### src/rtl/store_buffer.sv
// Store buffer: sizes stores into byte lanes, queues them, drains over req/gnt,
// and flags loads that overlap pending stores. Define STORE_BUFFER_FWD_EN for load forwarding.
module store_buffer #(
    parameter int DEPTH  = 4,
    parameter int ADDR_W = 32,
`ifdef RV64
    parameter int DATA_W = 64
`else
    parameter int DATA_W = 32
`endif
) (
    input  logic                clk_i,
    input  logic                rst_ni,
    input  logic                st_valid_i,
    output logic                st_ready_o,
    input  logic [ADDR_W-1:0]   st_addr_i,
    input  logic [DATA_W-1:0]   st_data_i,
    input  logic [3:0]          st_size_en_i,
    output logic                st_err_o,
    input  logic                fence_req_i,
    output logic                fence_done_o,
    output logic                mem_req_o,
    input  logic                mem_gnt_i,
    output logic [ADDR_W-1:0]   mem_addr_o,
    output logic [DATA_W-1:0]   mem_wdata_o,
    output logic [DATA_W/8-1:0] mem_wstrb_o,
    input  logic [ADDR_W-1:0]   ld_addr_i,
    input  logic [3:0]          ld_size_en_i,
    output logic                ld_stall_o,
    output logic                ld_fwd_hit_o,
    output logic [DATA_W-1:0]   ld_fwd_data_o
);
    localparam int NB    = DATA_W / 8;
    localparam int OFF_W = $clog2(NB);
    localparam int PTR_W = $clog2(DEPTH);

    typedef enum logic {IDLE, ISSUE} state_t;

    function automatic int size_bytes(input logic [3:0] code);
        case (code)
            4'b0001: return 1;
            4'b0011: return 2;
            4'b0111: return 4;
            4'b1111: return 8;
            default: return 0;
        endcase
    endfunction

    function automatic logic [NB-1:0] lane_mask(input int bytes, input int off);
        logic [NB-1:0] m;
        for (int b = 0; b < NB; b++) begin
            m[b] = (b >= off) && (b < off + bytes);
        end
        return m;
    endfunction

    logic [ADDR_W-1:0] addr_mem [DEPTH];
    logic [DATA_W-1:0] data_mem [DEPTH];
    logic [NB-1:0]     strb_mem [DEPTH];

    state_t            state_reg;
    logic [PTR_W-1:0]  head_reg, tail_reg, head_next;
    logic [PTR_W:0]    count_reg, count_next;
    logic              err_reg;
    logic [ADDR_W-1:0] mem_addr_reg, nxt_addr;
    logic [DATA_W-1:0] mem_wdata_reg, nxt_data;
    logic [NB-1:0]     mem_wstrb_reg, nxt_strb;

    logic [OFF_W-1:0]  st_off;
    int                st_bytes;
    logic              st_bad, st_accept, st_push, mem_pop, bypass;
    logic [ADDR_W-1:0] st_word;
    logic [DATA_W-1:0] st_lane_data;
    logic [NB-1:0]     st_strb;

    assign st_off       = st_addr_i[OFF_W-1:0];
    assign st_word      = {st_addr_i[ADDR_W-1:OFF_W], {OFF_W{1'b0}}};
    assign st_lane_data = st_data_i << {st_off, 3'b000};

    always_comb begin
        st_bytes = size_bytes(st_size_en_i);
        st_bad   = (st_bytes == 0) || (int'(st_off) + st_bytes > NB);
        st_strb  = lane_mask(st_bytes, int'(st_off));
    end

    assign st_ready_o   = (count_reg < (PTR_W+1)'(DEPTH)) && !fence_req_i;
    assign st_accept    = st_valid_i && st_ready_o;
    assign st_push      = st_accept && !st_bad;
    assign mem_pop      = (state_reg == ISSUE) && mem_gnt_i;
    assign fence_done_o = fence_req_i && (count_reg == '0);

    // When the queue empties through this pop, the incoming store is the next head.
    always_comb begin
        count_next = count_reg;
        if (st_push && !mem_pop)
            count_next = count_reg + (PTR_W+1)'(1);
        else if (!st_push && mem_pop)
            count_next = count_reg - (PTR_W+1)'(1);
        head_next = head_reg + PTR_W'(mem_pop);
        bypass    = (count_reg == (PTR_W+1)'(mem_pop));
        nxt_addr  = bypass ? st_word      : addr_mem[head_next];
        nxt_data  = bypass ? st_lane_data : data_mem[head_next];
        nxt_strb  = bypass ? st_strb      : strb_mem[head_next];
    end

    always_ff @(posedge clk_i) begin
        if (st_push) begin
            addr_mem[tail_reg] <= st_word;
            data_mem[tail_reg] <= st_lane_data;
            strb_mem[tail_reg] <= st_strb;
        end
    end

    always_ff @(posedge clk_i) begin
        if (!rst_ni) begin
            state_reg     <= IDLE;
            head_reg      <= '0;
            tail_reg      <= '0;
            count_reg     <= '0;
            err_reg       <= 1'b0;
            mem_addr_reg  <= '0;
            mem_wdata_reg <= '0;
            mem_wstrb_reg <= '0;
        end else begin
            err_reg   <= st_accept && st_bad;
            count_reg <= count_next;
            head_reg  <= head_next;
            if (st_push)
                tail_reg <= tail_reg + PTR_W'(1);
            // Request fields stay frozen while a request waits for its grant.
            if (state_reg == IDLE || mem_pop) begin
                if (count_next != '0) begin
                    state_reg     <= ISSUE;
                    mem_addr_reg  <= nxt_addr;
                    mem_wdata_reg <= nxt_data;
                    mem_wstrb_reg <= nxt_strb;
                end else begin
                    state_reg     <= IDLE;
                    mem_addr_reg  <= '0;
                    mem_wdata_reg <= '0;
                    mem_wstrb_reg <= '0;
                end
            end
        end
    end

    assign st_err_o    = err_reg;
    assign mem_req_o   = (state_reg == ISSUE);
    assign mem_addr_o  = mem_addr_reg;
    assign mem_wdata_o = mem_wdata_reg;
    assign mem_wstrb_o = mem_wstrb_reg;

    logic [ADDR_W-1:0] ld_word;
    logic [NB-1:0]     ld_mask;
    logic [DEPTH-1:0]  ovl_age;

    assign ld_word = {ld_addr_i[ADDR_W-1:OFF_W], {OFF_W{1'b0}}};
    always_comb ld_mask = lane_mask(size_bytes(ld_size_en_i), int'(ld_addr_i[OFF_W-1:0]));

    // Index gi is age order: 0 is the oldest pending store.
    genvar gi;
    generate
        for (gi = 0; gi < DEPTH; gi++) begin : g_age
            logic [PTR_W-1:0] slot;
            assign slot        = head_reg + PTR_W'(gi);
            assign ovl_age[gi] = (count_reg > (PTR_W+1)'(gi)) && (addr_mem[slot] == ld_word)
                                 && |(strb_mem[slot] & ld_mask);
        end
    endgenerate

`ifdef STORE_BUFFER_FWD_EN
    logic [DEPTH-1:0]  cov_age;
    logic [DATA_W-1:0] data_age [DEPTH];
    logic              fwd_hit;
    logic [DATA_W-1:0] fwd_data;

    generate
        for (gi = 0; gi < DEPTH; gi++) begin : g_fwd
            assign cov_age[gi]  = ((strb_mem[g_age[gi].slot] & ld_mask) == ld_mask);
            assign data_age[gi] = data_mem[g_age[gi].slot];
        end
    endgenerate

    // The youngest overlapping store decides: full cover forwards, partial stalls.
    always_comb begin
        fwd_hit  = 1'b0;
        fwd_data = '0;
        for (int k = 0; k < DEPTH; k++) begin
            if (ovl_age[k]) begin
                fwd_hit  = cov_age[k];
                fwd_data = data_age[k];
            end
        end
    end

    assign ld_stall_o    = |ovl_age && !fwd_hit;
    assign ld_fwd_hit_o  = fwd_hit;
    assign ld_fwd_data_o = fwd_hit ? fwd_data : '0;
`else
    assign ld_stall_o    = |ovl_age;
    assign ld_fwd_hit_o  = 1'b0;
    assign ld_fwd_data_o = '0;
`endif

endmodule
### config.mk
export PLATFORM = sky130hd
export DESIGN_NAME = store_buffer
export DESIGN_NICKNAME = d
export VERILOG_FILES = /design/src/rtl/store_buffer.sv
export SDC_FILE = /design/constraint.sdc
export NUM_CORES = 1
export LEC_CHECK = 0
export CAP_MARGIN = 25
export CORE_ASPECT_RATIO = 0.5
export CORE_MARGIN = 4
export CORE_UTILIZATION = 30
export CTS_CLUSTER_SIZE = 8
export DETAILED_ROUTE_END_ITERATION = 10
export RECOVER_POWER = 100
export SETUP_SLACK_MARGIN = 0.1
export SLEW_MARGIN = 20
export SYNTH_ARGS = -nofsm -noshare
export SYNTH_HDL_FRONTEND = slang
export SYNTH_SLANG_ARGS = --single-unit
### constraint.sdc
create_clock -name clk_i -period 6.9 [get_ports clk_i]
set_clock_uncertainty 0.15 [all_clocks]
set_input_delay 1.38 -clock clk_i [delete_from_list [all_inputs] [get_ports clk_i]]
set_output_delay 1.38 -clock clk_i [all_outputs]
set_load 0.05 [all_outputs]
==> key figures, run 1 <==
STA
  • Final min period: 6.54 ns
  • Hold WS: around 0.3 ns
  • RSZ-0062 raised after global routing: no
  • Fin. max-slew vios: 197
  • Max Freq: between 150 and 200 MHz
  • Slew HR: -0.793
  • Final worst path period share: 0.948
  • Worst Max-Slew Pin Slew: 2.68 ns
  • Setup TNS: 0 ns
  • Final hold vios: 0
  • Count of final setup violators: 0

Clocking
  • Clock root buffer: clkbuf_16
  • Clk sink count: roughly 340
  • Post-CTS Resized: 0
  • Clock-pin transition on the worst setup and hold timing paths: around 0.050 ns
  • H-tree depth: 2
  • Post-CTS Hold Buffers: 0
  • TritonCTS clock tree: done
  • Max Root-Sink Buffers: 3
  • CTS Buf Count: 48
  • Clk_lat worst skew: around 0.58 ns
  • Post-CTS setup buffers: 0

Hold path
  • Hold Crit Class: register to register
  • Hold path cells: 2

Critical path
  • R2R Path End: mem_addr_o[30]
  • R2r worst-path depth: 8
  • Crit path to: ld_stall_o
  • Crit start category: primary input
  • R2r setup slk: roughly 0.83 ns
  • Kind of critical path: primary input to primary output
  • WP depth: 12
  • Critical Path Source: ld_size_en_i[0]
  • Crit path max fanout: 9
  • Critical Path Max Stage Delay: 0.81 ns
  • Top delay family on crit path: compound AO/OA/AOI/OAI gates
  • Data required, critical path: 5.37 ns
  • Worst r2r src: head_reg[0]
  • Slowest stage cell on the critical path: a2111oi_0
  • CP endpoint kind: primary output
  • Worst-path cell chain: clkdlybuf4s50_1 -> nor4b_1 -> ha_1 -> fa_1 -> a31oi_1 -> a41o_1 -> a22o_1 -> a211oi_1 -> a2111oi_0 -> o32ai_1 -> a221o_1 -> clkbuf_2
  • Critical path buffers and inverters: 2
  • Worst Path Arrival: 5.01 ns

Routing
  • Drt via density: around 5.2
  • Vias: about 12,000
  • Drt initial violations: around 840
  • Wire length on met3: about 2.5 mm
  • Top Layer Used: met5
  • Met1 Wirelength: 22.1 mm
  • Final ANT Viol Nets: 0
  • Routed WL per cell: 22.4 microns
  • DRC: 0
  • WL final: about 54 mm
  • DR WL met2: 27.8 mm
  • TritonRoute pass-1 iters: 5

Synthesis
  • Number of synthesized flops with an enable pin: 264
  • Top cell type's share of synthesized area: 0.427
  • Asr flop ratio synth: 0
  • Register area share after synthesis: 0.508
  • Syn Area/Cell: 13.5 sq um
  • Commonest cells post-synth: edfxtp_1 (264), mux2i_1 (197), mux4_2 (118), nand2_1 (98), o21ai_0 (89)
  • Post-synth top area cell: edfxtp_1
  • Distinct cells, synth: 66
  • Cells after synthesis: ~1,400
  • Seq cells post-synth: 339
  • Synthesized area: ~19,000 sq um
  • Count leader, synth: edfxtp_1
  • Synth Flop Type: edfxtp_1
  • Synth warn: 0
  • Main area contributors after synthesis: edfxtp_1 (43%), mux4_2 (14%), mux2i_1 (11%), dfxtp_1 (8.1%), xor2_1 (3.1%)

Floorplan
  • Die H: 184 microns
  • Area of the die: 66,200 sq um
  • Core area: 61,200 sq um
  • Std cell rows: 64
  • Initial Util: 0.303
  • I/O pins: approximately 220
  • Die Span X: between 300 and 400 microns

Global route
  • Initial antenna violation count: 2
  • Vias in the first global route: around 13,000
  • Gr ovfl total: 0
  • Largest net degree at the start of global routing: 53
  • First-pass GRT wire length: ~81 mm
  • Global router's overall resource usage: 0.158

Final layout
  • Fillers: between 5,000 and 6,000
  • Largest register FFs: 128
  • Layout cells sized above 1: 0.135
  • Multi-input combinational cell area: 8500 sq um
  • Layout Nets: 1,658
  • Register bank with the most flops: data_mem
  • FF/Latch Area: 9440 sq um
  • Diode count: 0
  • Area Overhead vs Synth: 20.7%

Run
  • Maxcap violations: 6

Placement
  • Post-DP HPWL: 37.6 mm
  • RePlAce Congestion: 0.932
  • Port Buffers: roughly 180

Status
  • Status: finished with violations
  • Failing checks: capacitance limit, slew limit

Power
  • Lkg Pwr: between 7 and 8 nW
  • Peak supply drop: 0.269 mV
  • Pwr per Cell Area: around 330 nW/um^2
[kinds of logic after synthesis]
family / count (synthesis) / synth area share
flops: 339 / 0.508
mux: 323 / 0.255
simple gates: 233 / 0.0608
compound gates: 214 / 0.0729
buf+inv: 146 / 0.0426
xor+xnor: 105 / 0.0495
fa+ha+maj: 15 / 0.0109
other cells: 1 / 0.000202
[stage by stage]
stage / util / cell area [sq um] / setup WS, ns / power, mW / instances
after CTS: 0.368 / 22500 / 0.583 / 7.66 / 2398
after global routing: 0.366 / 22400 / 0.148 / 7.85 / 2398
after global placement: 0.345 / 21100 / 0.666 / 5.41 / 2308
after detailed placement: 0.345 / 21100 / 0.589 / 5.42 / 2309
after floorplan: - / 18700 / 1.37 / 4.56 / 1410
final: 0.366 / 22400 / 0.358 / 7.48 / 2398
[worst min-delay path by stage]
stage	startpoint	end	slack, ns
after CTS	mem_wdata_o[25]	mem_wdata_o[25]	0.30
after detailed placement	mem_wdata_o[25]	mem_wdata_o[25]	0.29
final	mem_wdata_o[25]	mem_wdata_o[25]	0.30
after floorplan	tail_reg[1]	tail_reg[1]	0.36
after global placement	mem_addr_o[15]	mem_addr_o[15]	0.29
after global routing	mem_addr_o[28]	mem_addr_o[28]	0.32
[worst reg2reg max path, delay by kind of cell (launching register included)]
kind	cells	cell delay, ns
buffers and inverters	3	2.06
XOR/XNOR	1	1.99
flip-flops	1	0.74
multiplexers	2	0.67
adder cells (fa/ha/maj)	1	0.20
AO/OA/AOI/OAI	1	0.12
[area by class of cell]
class	count	area share
sequential	339	0.421
multi-input combinational	925	0.379
timing repair buffer	209	0.0891
clock buffer	85	0.0598
tap	825	0.0461
clock inverter	4	0.00318
inverter	11	0.00184
[cell usage in the layout, fill, tap and decap left out, drive strengths merged, types with 18 or more instances in the layout]
cell / count
a21oi: 28
buf: 18
clkbuf: 99
clkdlybuf4s50: 74
conb: 35
dfxtp: 75
dlygate4sd3: 103
edfxtp: 264
mux2i: 200
mux4: 118
nand2: 98
nor2: 33
nor4: 21
o21ai: 90
xnor2: 40
xor2: 65
[layer usage]
metal,GRT usage,vias up
met5,0,-
met4,0.0439,2
met3,0.0266,86
met2,0.290,335
met1,0.194,6372
li1,-,5625
[report_power, final]
group / switching (mW) / internal, mW
logic: 1.68 / 1.10
clock network: 0.899 / 1.31
registers: 0.119 / 2.37
Note: power is estimated with default switching activity, not from simulation.
==> run 2: changes to the inputs <==
--- a/config.mk
+++ b/config.mk
@@ -13,6 +13,7 @@
 export DETAILED_ROUTE_END_ITERATION = 10
 export RECOVER_POWER = 100
 export SETUP_SLACK_MARGIN = 0.1
+export SKIP_LAST_GASP = 1
 export SLEW_MARGIN = 20
 export SYNTH_ARGS = -nofsm -noshare
 export SYNTH_HDL_FRONTEND = slang
==> results of run 2 <==
No change in the layout: final DEF, timing and power equal those of run 1.
